`src/rtl/fifo_stream_out.sv`:
```
// fifo_stream_out: drains an upstream sfifo into a 3-entry skid buffer and
// presents the buffered words as a valid/ready stream with a transfer counter.
module fifo_stream_out #(
   parameter int WIDTH = 8
) (
   input  logic             clk,
   input  logic             rst,
   input  logic             fifo_empty,
   input  logic [WIDTH-1:0] fifo_dout,
   output logic             fifo_r_en,
   input  logic             flush,
   output logic [WIDTH-1:0] m_data,
   output logic             m_valid,
   input  logic             m_ready,
   output logic [15:0]      xfer_cnt
);

   logic [WIDTH-1:0] buf_mem [3];
   logic [1:0]       wr_ptr;
   logic [1:0]       rd_ptr;
   logic [1:0]       occ;
   logic             inflight;
   logic             push;
   logic             pop;
   logic [2:0]       committed;

   function automatic logic [1:0] ptr_inc(input logic [1:0] p);
      return (p == 2'd2) ? 2'd0 : p + 2'd1;
   endfunction

   // A read is only issued when a slot is guaranteed for the word one cycle later.
   assign committed = {1'b0, occ} + {2'b00, inflight};
   assign fifo_r_en = !rst && !flush && !fifo_empty && (committed <= 3'd2);

   assign m_valid = (occ != 2'd0);
   assign m_data  = buf_mem[rd_ptr];
   assign push    = inflight && !flush;
   assign pop     = m_valid && m_ready && !flush;

   always_ff @(posedge clk or posedge rst) begin
      if (rst) begin
         inflight <= 1'b0;
         wr_ptr   <= 2'd0;
         rd_ptr   <= 2'd0;
         occ      <= 2'd0;
         xfer_cnt <= 16'd0;
      end else if (flush) begin
         inflight <= 1'b0;
         wr_ptr   <= 2'd0;
         rd_ptr   <= 2'd0;
         occ      <= 2'd0;
      end else begin
         inflight <= fifo_r_en;
         if (push) begin
            wr_ptr <= ptr_inc(wr_ptr);
         end
         if (pop) begin
            rd_ptr   <= ptr_inc(rd_ptr);
            xfer_cnt <= xfer_cnt + 16'd1;
         end
         case ({push, pop})
            2'b10:   occ <= occ + 2'd1;
            2'b01:   occ <= occ - 2'd1;
            default: occ <= occ;
         endcase
      end
   end

   always_ff @(posedge clk or posedge rst) begin
      if (rst) begin
         for (int i = 0; i < 3; i++) begin
            buf_mem[i] <= '0;
         end
      end else if (push) begin
         buf_mem[wr_ptr] <= fifo_dout;
      end
   end

endmodule

```
`config.mk`:
```
export PLATFORM = sky130hd
export DESIGN_NAME = fifo_stream_out
export DESIGN_NICKNAME = d
export VERILOG_FILES = /design/src/rtl/fifo_stream_out.sv
export SDC_FILE = /design/constraint.sdc
export NUM_CORES = 1
export LEC_CHECK = 0
export ABC_AREA = 1
export CORE_AREA = 8 8 60 113
export CTS_CLUSTER_DIAMETER = 150
export DETAILED_ROUTE_END_ITERATION = 10
export DIE_AREA = 0 0 68 121
export GPL_TIMING_DRIVEN = 0
export PLACE_DENSITY_LB_ADDON = 0.05
export SLEW_MARGIN = 5
export SYNTH_ARGS = -nofsm -noshare
export SYNTH_HDL_FRONTEND = slang
export SYNTH_SLANG_ARGS = --single-unit
```
`constraint.sdc`:
```
create_clock -name clk -period 2.2 [get_ports clk]
set_clock_uncertainty 0.05 [all_clocks]
set_input_delay 0.33 -clock clk [delete_from_list [all_inputs] [get_ports clk]]
set_output_delay 0.33 -clock clk [all_outputs]
set_load 0.03 [all_outputs]
```
# Word-level counts from Yosys, hierarchy flattened
# Index checks and enable logic that the tools add are counted.
word_totals:
  input_bits: 13
  output_inout_bits: 26
  register_bits: 47
  elab_cells: 55
op_classes:
  n_reduce_logical: 15
  n_addsub: 6
  mux: 15
  eq_ne: 4
  order_cmp: 4
  n_bitwise: 3
op_table:
  columns: ["op", "n"]
  rows:
  - ["24-bit bitwise mux", 1]
  - ["8-bit two-way mux", 3]
  - ["16-bit by 1-bit adder with 16-bit output, second input constant", 1]
  - ["8-bit binary-select mux with 2-bit select", 1]
  - ["8-bit demux with 2-bit select", 1]
  - ["2-bit two-way mux", 7]
  - ["1-bit logical AND", 7]
  - ["2-bit by 1-bit adder with 2-bit output, second input constant", 3]
  - ["2-bit == test, second input constant", 3]
  - ["3-bit greater-or-equal comparator, second input constant", 2]
  - ["2-bit NOT with 3-bit output", 2]
  - ["2-bit nonzero test", 3]
  - ["2-bit one-hot mux with 2 select lines", 1]
  - ["2-bit by 1-bit adder with 3-bit output", 1]
  - ["3-bit by 2-bit <= comparator with 1-bit output, second input constant", 1]
  - ["1-bit zero test", 3]
  - ["3-bit by 1-bit < comparator with 1-bit output, second input constant", 1]
  - ["3-bit nonzero test", 1]
  - ["2-bit by 1-bit == test with 1-bit output, second input constant", 1]
  - ["2-bit AND reduction", 1]
  - ["2-bit by 1-bit subtractor with 2-bit output, second input constant", 1]
  - ["1-bit two-way mux", 1]
  - ["1-bit NOT", 1]

# Depth between registers and ports, before layout
depth:
  word_depth: 6
  depth_mapped: 8
  mapped_depth_nobuf: 8

# Worst setup path before layout
# No wires, ideal clock.
synth_timing:
  path_kind: "register to output"
  from: "register occ[0]"
  to: "output fifo_r_en"
  setup_slack_ns: 0.459
  path_buffers: 0
  t_required_ns: 1.820
  path_stages_with_launch: 6
  arrival_ns: 1.361
  cell_sequence: "dfrtp_1 -> ha_1 -> inv_1 -> ha_1 -> nor3b_1 -> o21a_1"
synth_between:
  elab_chain_len: 3
synth_rtl:
  columns: ["item", "line", "source"]
  rows:
  - ["from (decl)", "21", "logic [1:0] occ;"]
  - ["from (signal assigned)", "62", "2'b10: occ <= occ + 2'd1;"]
  - ["from (signal assigned)", "63", "2'b01: occ <= occ - 2'd1;"]
  - ["2-bit by 1-bit adder with 3-bit output", "32", "assign committed = {1'b0, occ} + {2'b00, inflight};"]
  - ["3-bit by 2-bit <= comparator with 1-bit output", "33", "assign fifo_r_en = !rst && !flush && !fifo_empty && (committed <= 3'd2);"]
  - ["1-bit logical AND", "33", null]
  - ["to (decl)", "10", "output logic fifo_r_en,"]
# No other way between the ends.

# Worst setup path in the final report
# Ends and elaborated chain as after synthesis.

==> reports/results.txt <==
Period utilization: 95.0%
VDD IR max: 768 uV
All-Layer GR Usage: 13.9%
CTS tree: done
Gpl congestion: 0.747
Crit path largest cell delay: 0.40 ns
CP max FO: 3
Leading cell types in the layout, fill and taps excluded: 95 x nand2_1, 47 x dfrtp_1, 29 x clkdlybuf4s50_1
Fraction of layout cells with a size suffix above 1: 11.8%
Max-cap violations: 0
Antenna cells: 0
Die Y: 121 um
Detailed Route Iter0 Violations: 96
Via count: 1909
Leakage: 0.00143 uW
Area grow syn2layout: 26.2%
TritonRoute pass-1 iters: 4
Status: finished, final reports clean
Initial antenna violation count: 0
Syn Area/Cell: 8.46 um^2
Cells after DPL: 372
Delay-heaviest family, CP: adder cells
CP arrival: 1.71 ns
Nature of the critical path startpoint: register
First-pass GRT wire length: 8.96 mm
Routed WL: 5.37 mm
Kind of critical path: reg2out
Crit path cell chain: ha_2 > inv_1 > ha_1 > nor3b_2 > o21a_1 > clkbuf_4
Number of global-route vias before repair: 1882
RSZ-0062 raised after global routing: false
CP Data Required Time: 1.82 ns
Die Span X: 68 um
Post-route ant nets: 0
Die area: 0.00823 mm^2
Residual DRC count: 0
Clock transition at path regs: 0.09 ns
Setup crit end kind: primary output
Mapped Nets: 290
Register area share after synthesis: 50.9%
Fin Setup TNS: 0 ns
Commonest non-fill, non-tap cell in the layout: nand2_1
Max_slew headroom: 77.6%
Bufs and invs on worst path: 2
Clk sink count: 47
CTS Hold Buffers Added: 0
Final Instance Count excl. Fillers: 382
Post-layout min period: 2.09 ns
Distinct cells, synth: 25
Post-synthesis cell area: 0.00231 mm^2
Nets: 338
Row count: 38
Core Box Area: 0.00533 mm^2
Final hold viol count: 0
Root Buffer: clkbuf_8
Largest net degree at the start of global routing: 36
Io pins: 39
Routed vias/inst: 5.00
Drt wl/cell: 14.1 um
Synth Register Bits: 47
Detail Placement HPWL: 3.79 mm
Synth warnings: 0
Port buffer count: 38
CTS Buf Count: 5
Fmax: 0.478 GHz
Clk Latency, worst-skew pair: 0.30 ns
Crit path max-delay cell type: dfrtp_1
Pwr/cell area: 962 mW/mm^2
H-tree lvl count: 2
Final Max Slew Viols: 0
Clock buffer depth: 2
Final setup fails: 0
Worst hold-check path type: in2async
Grt ovf: 0
Worst-margin pin slew: 0.333 ns
Cells after synthesis: 273
Initial core utilization: 43.4%
-- report_power, final --
group	internal, uW	leakage, uW	switching [uW]
sequential	1030	0.000621	149
clock	286	0.0000505	294
combinational	397	0.000760	646
total	1710	0.00143	1090
-- cell usage after synthesis --
master / instances / area (um^2)
nor3_1: 2 / 10.0
nor2_1: 13 / 48.8
inv_2: 3 / 11.3
nor3_4: 2 / 32.5
buf_6: 1 / 11.3
ha_1: 4 / 50.1
nand3_2: 2 / 20.0
xnor2_1: 3 / 26.3
nand3_4: 3 / 52.6
nand3_1: 19 / 95.1
nand2_1: 95 / 357
dfrtp_1: 47 / 1180
nand3b_1: 2 / 15.0
inv_1: 27 / 101
o21a_1: 2 / 15.0
nor2_4: 1 / 11.3
xor2_1: 6 / 52.6
nand2_2: 2 / 12.5
nor3b_1: 1 / 7.51
o21ai_0: 28 / 140
buf_2: 3 / 15.0
nor2_2: 1 / 6.26
clkinv_2: 1 / 5.00
nand4_1: 4 / 25.0
nand2_4: 1 / 11.3
-- final cells by class --
cell class | instances | area (um^2)
fill | 536 | 2410
sequential | 47 | 1180
multi-input combinational | 191 | 1010
timing repair buffer | 41 | 403
inverter | 31 | 118
clock buffer | 7 | 96.3
tap | 60 | 75.1
buffer | 4 | 26.3
clock inverter | 1 | 7.51
-- worst paths after layout --
check	startpoint	to	slack, ns	cells past startpoint
min in group clk	buf_mem[21]$_DFFE_PP0P_	buf_mem[21]$_DFFE_PP0P_	0.44	2
hold / removal	rst	xfer_cnt[7]$_DFFE_PP0P_	0.28	2
hold reg to reg	buf_mem[21]$_DFFE_PP0P_	buf_mem[21]$_DFFE_PP0P_	0.44	2
max in group asynchronous	rst	wr_ptr[1]$_DFFE_PP0P_	1.33	3
setup / recovery	occ[0]$_DFFE_PP0P_	fifo_r_en	0.11	6
setup reg to reg	xfer_cnt[0]$_DFFE_PP0P_	xfer_cnt[8]$_DFFE_PP0P_	0.72	7
-- through the flow --
| stage | hold slack (ns) | cell area, um^2 | power (uW) | worst slack [ns] | utilization [%] |
|---|---|---|---|---|---|
| after global routing | 0.309 | 2910 | 2970 | 0.00496 | 54.7 |
| after detailed placement | 0.426 | 2780 | 2270 | -0.134 | 52.3 |
| after CTS | 0.285 | 2900 | 2810 | -0.0427 | 54.4 |
| after global placement | 0.416 | 2760 | 2240 | -0.335 | 51.9 |
| after floorplan | 0.403 | 2310 | 1840 | 0.459 | - |
| final | 0.279 | 2910 | 2800 | 0.109 | 54.7 |
-- cell families after synthesis --
family	synth area share [%]
and+or+nand+nor	30.5
DFF	50.9
buffers and inverters	6.23
AOI/OAI and AO/OA	6.72
xor gates and xnor gates	3.41
adders and majority gates	2.17
-- registers in the layout (all words and copies together) (netlist names) --
register,cells
buf_mem,24
inflight,1
occ,2
rd_ptr,2
wr_ptr,2
xfer_cnt,16
-- routing by layer --
layer / share of wire, % / GRT usage, %
met1: 44 / 16.4
met2: 50 / 23.0
met3: 4.2 / 3.24
met4: 1.6 / 5.55
met5: 0 / 0
-- repair_timing --
| item | 4_1_cts | 5_1_grt |
|---|---|---|
| endpoints found under the setup margin | 9 | 1 |
| resized for setup | 17 | 4 |
| buffers inserted | 0 | 2 |
Power figures use the tool's default switching activity.
